[src/rtl/bus_arb_pkg.sv]
// Shared types and constants for the bus gate arbiter: controller states,
// source count, source index names and a one-hot encoding helper.
package bus_arb_pkg;

  localparam int N_SRC = 4;

  localparam logic [1:0] SRC_PC     = 2'd0;
  localparam logic [1:0] SRC_MDR    = 2'd1;
  localparam logic [1:0] SRC_ALU    = 2'd2;
  localparam logic [1:0] SRC_MARMUX = 2'd3;

  typedef enum logic [1:0] {
    IDLE  = 2'd0,
    GRANT = 2'd1,
    TURN  = 2'd2
  } arb_state_e;

  // One-hot bus select for a source index.
  function automatic logic [N_SRC-1:0] src_onehot(input logic [1:0] idx);
    return (N_SRC)'(1) << idx;
  endfunction

endpackage

[src/rtl/bus_gate_arbiter_rr_pick4.sv]
// Combinational round-robin picker for four sources. The winner is the first
// requesting source found scanning upward from last+1, wrapping modulo 4, so
// the previous winner (last) has the lowest priority.
module rr_pick4
  import bus_arb_pkg::*;
(
  input  logic [N_SRC-1:0] req,
  input  logic [1:0]       last,
  output logic             valid,
  output logic [1:0]       winner
);

  // Scan from farthest to nearest so the nearest requester after last wins.
  always_comb begin
    // NOTE: every output gets a default before any branch so no latch is inferred.
    valid  = 1'b0;
    winner = last;
    for (int k = N_SRC; k >= 1; k--) begin
      if (req[last + 2'(k)]) begin
        valid  = 1'b1;
        winner = last + 2'(k);
      end
    end
  end

endmodule

[src/rtl/bus_gate_arbiter.sv]
// bus_gate_arbiter: round-robin owner of the 16-bit datapath bus. Produces a
// registered one-hot gate select, holds the grant while the owner keeps
// requesting and always inserts a turnaround before the bus changes hands.
// Optional feature macro: BUS_ARB_PREEMPT_EN enables the MAX_HOLD counter,
// forced release of a long-holding owner and the preempt pulse.
module bus_gate_arbiter
  import bus_arb_pkg::*;
#(
  parameter int unsigned MAX_HOLD = 16
) (
  input  logic             Clk,
  input  logic             Reset,
  input  logic [N_SRC-1:0] req,
  output logic [N_SRC-1:0] gate_sel,
  output logic [1:0]       owner,
  output logic             bus_idle,
  output logic             preempt
);

  arb_state_e       state;
  arb_state_e       state_next;
  logic [1:0]       last;
  logic             pick_valid;
  logic [1:0]       pick_winner;
  logic             force_rel;

  logic [N_SRC-1:0] gate_next;
  logic [1:0]       owner_next;
  logic [1:0]       last_next;
  logic             preempt_next;

  // Round-robin picker; only consulted while the bus is idle.
  rr_pick4 u_pick (
    .req    (req),
    .last   (last),
    .valid  (pick_valid),
    .winner (pick_winner)
  );

`ifdef BUS_ARB_PREEMPT_EN
  logic [7:0] hold_cnt;
  logic       others_wait;

  assign others_wait = |(req & ~src_onehot(owner));
  // A dropping owner always takes the normal release path, never the forced one.
  assign force_rel   = (state == GRANT) && req[owner] && others_wait &&
                       (hold_cnt == 8'(MAX_HOLD - 1));

  // Hold counter: cleared on a new grant, counts GRANT cycles, saturates at MAX_HOLD.
  always_ff @(posedge Clk or posedge Reset) begin
    if (Reset) begin
      hold_cnt <= '0;
    end else if (state == IDLE && pick_valid) begin
      hold_cnt <= '0;
    end else if (state == GRANT && hold_cnt != 8'(MAX_HOLD)) begin
      hold_cnt <= hold_cnt + 8'd1;
    end
  end
`else
  logic [7:0] unused_max_hold;

  assign force_rel       = 1'b0;
  assign unused_max_hold = 8'(MAX_HOLD);
`endif

  // State register.
  always_ff @(posedge Clk or posedge Reset) begin
    // NOTE: registers use non-blocking assignments so every flop samples pre-edge values.
    if (Reset) state <= IDLE;
    else       state <= state_next;
  end

  // Next-state logic: grant from IDLE, release from GRANT, TURN lasts one cycle.
  always_comb begin
    state_next = state;
    unique case (state)
      IDLE:    if (pick_valid) state_next = GRANT;
      GRANT:   if (!req[owner] || force_rel) state_next = TURN;
      TURN:    state_next = IDLE;
      default: state_next = IDLE;
    endcase
  end

  // Output logic: next values of the registered bus select, owner and pulse.
  always_comb begin
    gate_next    = gate_sel;
    owner_next   = owner;
    last_next    = last;
    preempt_next = 1'b0;
    unique case (state)
      IDLE: begin
        gate_next = '0;
        if (pick_valid) begin
          gate_next  = src_onehot(pick_winner);
          owner_next = pick_winner;
          last_next  = pick_winner;
        end
      end
      GRANT: begin
        if (!req[owner]) begin
          gate_next = '0;
        end else if (force_rel) begin
          gate_next    = '0;
          preempt_next = 1'b1;
        end
      end
      TURN:    gate_next = '0;
      default: gate_next = '0;
    endcase
  end

  // Output registers; reset leaves source 0 with top priority (last = 3).
  always_ff @(posedge Clk or posedge Reset) begin
    if (Reset) begin
      gate_sel <= '0;
      owner    <= SRC_PC;
      last     <= SRC_MARMUX;
      bus_idle <= 1'b1;
      preempt  <= 1'b0;
    end else begin
      gate_sel <= gate_next;
      owner    <= owner_next;
      last     <= last_next;
      bus_idle <= (gate_next == '0);
      preempt  <= preempt_next;
    end
  end

endmodule

[config.mk]
export PLATFORM = sky130hd
export DESIGN_NAME = bus_gate_arbiter
export DESIGN_NICKNAME = d
export VERILOG_FILES = /design/src/rtl/bus_arb_pkg.sv /design/src/rtl/bus_gate_arbiter_rr_pick4.sv /design/src/rtl/bus_gate_arbiter.sv
export SDC_FILE = /design/constraint.sdc
export NUM_CORES = 1
export LEC_CHECK = 0
export ABC_AREA = 1
export CAP_MARGIN = 30
export CORE_MARGIN = 4
export CORE_UTILIZATION = 50
export CTS_BUF_LIST = sky130_fd_sc_hd__clkbuf_16
export CTS_CLUSTER_DIAMETER = 150
export CTS_CLUSTER_SIZE = 14
export DETAILED_ROUTE_END_ITERATION = 8
export PLACE_DENSITY = 0.77
export SLEW_MARGIN = 10
export SYNTH_ARGS = -nofsm -noshare
export SYNTH_HDL_FRONTEND = slang
export SYNTH_SLANG_ARGS = --single-unit
export TNS_END_PERCENT = 20
[constraint.sdc]
create_clock -name Clk -period 1.7 [get_ports Clk]
set_clock_uncertainty 0.05 [all_clocks]
set_input_delay 0.17 -clock Clk [delete_from_list [all_inputs] [get_ports Clk]]
set_output_delay 0.17 -clock Clk [all_outputs]
set_load 0.005 [all_outputs]
==> results of run 1 <==
[stage by stage]
| stage | worst slack (ps) | instances | total power [µW] |
|---|---|---|---|
| after floorplan | 153 | 107 | 1400 |
| after global placement | -38.1 | 143 | 1790 |
| after detailed placement | -55.8 | 143 | 1820 |
| after CTS | -14.9 | 147 | 2270 |
| after global routing | -183 | 147 | 2490 |
| final | -43.1 | 147 | 2290 |
[routing by layer]
layer  share of wire  wire length [µm]
met2            0.53               889
met5               0                 0
met3           0.026                44
met1            0.43               716
met4          0.0090                15
[synth_stat cells]
cell	number
nor2_4	1
a21oi_2	1
dfrtp_1	8
nor2_1	6
nand2_2	16
conb_1	1
inv_1	18
dfstp_2	3
nand2_1	27
inv_2	3
buf_4	1
nand3_1	4
nand2_4	2
a21oi_1	3
o21ai_0	5
buf_6	1
nand3_2	3
nand4_1	2
inv_8	1
nor2_2	1
[logic make-up (layout without fill, tap and decap cells)]
group                  Yosys count  after routing  synth area share
flip-flops                      11             11             0.364
buffers and inverters           24             49             0.142
other                            1              1           0.00489
AND/OR/NAND/NOR                 62             62             0.426
AO/OA/AOI/OAI                    9              9            0.0636
[cells in the final DEF (no fill, tap or decap), types with 4 or more instances in the layout]
| cell type | instances |
|---|---|
| inv_1 | 19 |
| buf_4 | 11 |
| nand2_1 | 24 |
| nand2_2 | 19 |
| dfrtp_1 | 8 |
| o21ai_0 | 5 |
| nor2_1 | 6 |
| clkdlybuf4s50_1 | 12 |
| nand3_1 | 4 |
[power breakdown]
part / leakage [µW] / switching, µW / internal [µW]
sequential: 0.000135 / 98.7 / 404
combinational: 0.000394 / 790 / 584
clock: 0.0000423 / 105 / 308
total: 0.000572 / 994 / 1300
[final timing paths]
kind                                    end  depth (start not counted)  slack (ps)   startpoint
worst min-delay path               state[1]                          2         180        Reset
worst min register to register  gate_sel[0]                          2         450  gate_sel[0]
worst max register to register     bus_idle                         12         -40      last[0]
max in group asynchronous          bus_idle                          2        1100        Reset
worst max-delay path               bus_idle                         12         -40      last[0]
min in group Clk                gate_sel[0]                          2         450  gate_sel[0]
[cell type report]
| class | count | area (µm²) | area share |
|---|---|---|---|
| clock buffer | 3 | 75.1 | 0.0711 |
| clock inverter | 1 | 3.75 | 0.00355 |
| inverter | 22 | 90.1 | 0.0853 |
| multi-input combinational | 72 | 387 | 0.366 |
| sequential | 11 | 279 | 0.264 |
| tap | 15 | 18.8 | 0.0178 |
| timing repair buffer | 23 | 203 | 0.192 |
[registers in the layout, indices dropped and copies added, names as in the netlist]
name	flops
state	2
bus_idle	1
gate_sel	4
owner	2
last	2
[worst reg2reg max path: cells and delay by family, from the launching register on]
kind	cells	cell delay [ps]
and+or+nand+nor	11	910
DFF	1	640
buffers and inverters	1	80
==> results.md, run 1 <==
* Status: complete, but fails checks
* Failing checks: negative setup slack
* Slowest stage delay, CP at 640 ps
* Setup Viol. Count Final at 2
* Fin. Hold Viols at 0
* HPWL after detailed placement at around 1300 µm
* Hold Path Class: in -> async
* Fin util at 0.773
* Vias in the first global route at 747
* RSZ-0062 raised after global routing: yes
* WL/cell at ~11 µm
* Period utilization at 1.03
* Final worst setup slack at -43.1 ps
* Die extent in x at 47.2 µm
* Yosys top cell area share at 0.261
* 1st-pass router iterations at 4
* Worst Setup Path Type: reg -> reg
* TritonCTS Buffers at 3
* CP arrival at 1870 ps
* Vias/cell at 5.00
* Synth area leaders: dfrtp_1, nand2_1, nand2_2, dfstp_2, inv_1
* Core Box Area at approximately 1400 µm²
* TNS Setup at -44.5 ps
* Cell mode on critical path: nand2_2
* Crit start category: flip-flop
* First-pass GRT wire length at 2900 µm
* Worst-path cell chain: inv_8 -> nand2_4 -> nand2_2 -> nand2_2 -> nand2_1 -> nand2_2 -> nand3_2 -> nand3_1 -> nor2_1 -> nor2_1 -> nand2_1 -> nor2_2
* Placed inst area at a little under 1000 µm²
* Worst hold slack at about 180 ps
* Slew Limit Fails at 0
* Port Buffer Count at 12
* Setup Fix Bufs, Post-CTS at 0
* Met2 Use GR at 0.339
* First-iteration detailed-routing DRC count at 10
* Syn-to-layout area delta at 37.7%
* Yosys Warn Count at 0
* Worst path bufs/invs at 1
* Fmax at ~570 MHz
* Critical Path RT at ~1800 ps
* Clock Tree Buf Depth at 2
* Clk slew on worst S/H paths at ~40 ps
* Antenna Nets Post-Route at 0
* Post-route cell area at 1060 µm²
* Via count at between 700 and 800
* Diode count at 0
* MaxCap Viol Count at 0
* Clock root cell: clkbuf_16
* Initial Util at 0.561
* Initial antenna violation count at 0
* Clock sinks at 11
* Syn_area_per_cell at ~7.2 µm²
* Global-route track usage on met3 at 0.0230
* Leak at about 0.00057 µW
* Total global routing overflow at 0
* Die area at ~2200 µm²
* Yosys reg bits at 11
* Setup crit end kind: flip-flop
* Gr busiest metal: met2
* Max rail drop VDD at about 1300 µV
* DRC errors left at 0
* I/O pin cnt at 14
* Mapped Nets at between 100 and 150
* Post-CTS Hold Buffers at 0
* Pin count of the biggest net entering global routing at 12
* Slowest CP cell: dfstp_2
* DIE HEIGHT at about 47 µm
* Met1 Usage GRT at 0.210
* Total Routing Usage GR at 0.182
* Post-synthesis sequential area ratio at 0.364
* Synth area leader: dfrtp_1
* Gpl congestion at about 0.81
* Synthesized cell area at 767 µm²
* Synthesized instance count at approximately 110
* Final WL at ~1700 µm
* Fill cells at 95
* CP Max Fanout at 8
* Largest delay contributor family on the critical path: simple AND/OR/NAND/NOR gates
* Clock Latency Late Sink at about 230 ps
* Netlist cell types at 20
* Cts repair resizes at 1
* Layout cells sized above 1 at 0.364
* PwrDens at between 2000 and 2500 nW/µm²
* # rows at 13
* CTS tree: built
* Final #Nets at approximately 140
* Crit path time final at between 1500 and 2000 ps
* H-tree Lvls at 1
(Power assumes the default switching activity.)
==> run 2, diff against run 1 <==
Settings changed: CTS_CLUSTER_SIZE 14 to 8.
==> results of run 2 <==
The final DEF is identical to that of run 1; final timing and power are the same.
==> run 3, diff against run 2 <==
Settings changed: CORE_UTILIZATION 50 to 45, PLACE_DENSITY 0.77 to 0.73.
Clock period 1.7 ns to 1.4 ns, I/O delays scaled along.
==> results.md, run 3 (same netlist as run 1, synthesis figures left out) <==
* Status: complete, but fails checks
* Failing checks: negative setup slack
* Most frequent cells in the layout: nand2_1, buf_4, nand2_2
* # rows at 14
* Final worst setup slack at -392 ps
* Clock root cell: clkbuf_16
* TritonCTS Buffers at 3
* Die extent in x at 49.3 µm
* Sw Pwr at 1510 µW
* Period utilization at 1.28
* Internal Power at roughly 1900 µW
* H-tree Lvls at 1
* Initial Util at 0.492
* Reg power frac at 0.185
* I/O pin cnt at 14
* Hold Path Class: in -> async
* DRC errors left at 0
* Critical Path RT at 1490 ps
* Crit start category: flip-flop
* Clock Tree Buf Depth at 2
* Slowest CP cell: dfstp_2
* Largest Register: gate_sel
* First-pass GRT wire length at ~2700 µm
* Antenna Nets Post-Route at 0
* Max rail drop VDD at between 1500 and 2000 µV
* DIE HEIGHT at roughly 49 µm
* Total Routing Usage GR at 0.145
* Initial antenna violation count at 0
* Pin count of the biggest net entering global routing at 12
* Clock sinks at 11
* Leak at around 0.00064 µW
* Global-route track usage on met3 at 0.0183
* Vias in the first global route at about 690
* Worst hold slack at approximately 140 ps
* CTS tree: built
* Setup Viol. Count Final at 10
* HPWL after detailed placement at around 1300 µm
* Final #Nets at about 150
* CP endpoint: gate_sel[2]
* R2R setup slack at -390 ps
* Sw frac at 0.447
* First-iteration detailed-routing DRC count at 8
* Clk network pwr share at 0.156
* RSZ-0062 raised after global routing: yes
* Via count at 718
* Die area at 2430 µm²
* Worst-path cell chain: nand2_1 -> nand2_4 -> nand2_2 -> nand2_4 -> nand2_4 -> nand2_4 -> nand2_4 -> nand3_2 -> nor2_2 -> nor2_2 -> buf_4 -> inv_2
* Fmax at about 560 MHz
* Worst Setup SP: last[0]
* Met1 Usage GRT at 0.167
* Comb pwr share at 0.659
* MaxCap Viol Count at 0
* Clk slew on worst S/H paths at 40 ps
* Clock Latency Late Sink at 240 ps
* Fin. Hold Viols at 0
* 1st-pass router iterations at 3
* TNS Setup at -2560 ps
* CP arrival at between 1500 and 2000 ps
* Port Buffer Count at 12
* Max reg flops at 4
* WL/cell at 11.9 µm
* Cell depth of the worst flop-to-flop path at 12
* Core Box Area at 1560 µm²
* Worst Setup Path Type: reg -> reg
* Met2 Use GR at 0.259
* Crit path time final at 1790 ps
* PwrDens at between 2000 and 3000 nW/µm²
* Pre-CTS setup slack at -374 ps
* Cell mode on critical path: nand2_4
* Diode count at 0
* CP Max Fanout at 8
* RR Startpoint: last[0]
* Total global routing overflow at 0
* Syn-to-layout area delta at 58.1%
* Slew Limit Fails at 0
* Gpl congestion at between 0.7 and 0.8
* Layout cells sized above 1 at 0.529
* Vias/cell at roughly 4.7
* Final WL at ~1800 µm
* RR Endpoint: gate_sel[2]
* Setup crit end kind: flip-flop
* Slowest stage delay, CP at 660 ps
* Gr busiest metal: met2
-- run 3: cell types whose count changed in the layout (fill, tap and decap cells not counted), moves of 3 or more --
cell     previous run  this run
nand2_4             2        14
nand2_1            24        16
inv_1              19        13
buf_4              11        16
inv_2               3         8
nand2_2            19        15
nand3_1             4         1
-- run 3: metal layers --
layer / up-vias / wire length (µm)
met4: 0 / 28
met2: 14 / 971
met3: 5 / 70
met1: 319 / 762
li1: 380 / -
met5: - / 0
-- run 3: area by class of cell --
type / count / area (µm²)
timing repair buffer: 29 / 249
fill: 118 / 347
multi-input combinational: 72 / 494
clock inverter: 1 / 5.00
tap: 16 / 20.0
sequential: 11 / 279
clock buffer: 3 / 75.1
inverter: 22 / 90.1
-- run 3: worst min-delay path by stage --
stage,start,end
floorplan,Reset,gate_sel[0]
global placement,Reset,gate_sel[2]
detailed placement,Reset,gate_sel[3]
CTS,Reset,gate_sel[3]
global route,Reset,gate_sel[3]
finish,Reset,gate_sel[3]
-- run 3: critical path: cells and delay by family (launching register included) --
kind	cells	cell delay, ps
simple gates	10	820
buf+inv	2	150
flops	1	660
-- run 3: power by group through the flow --
stage	clock (µW)	combinational, µW	sequential (µW)
floorplan	0	1130	567
global placement	0	1630	608
detailed placement	0	1660	609
CTS	527	1700	613
global route	541	2470	649
finish	526	2230	625
-- run 3: what timing repair did --
item,CTS,global route
endpoints found under the setup margin,12,10
gates resized for setup,6,32
setup buffers,0,4
hold buffers,0,0
pin swaps,0,16
cloned,0,0
-- run 3: per-stage QoR --
step                      cells  area [µm²]   util  total power (µW)
after floorplan             107         767      -              1700
after global placement      146         986  0.632              2230
after detailed placement    146         986  0.632              2270
after CTS                   150        1080  0.691              2840
after global routing        154        1210  0.778              3660
final                       154        1210  0.778              3380
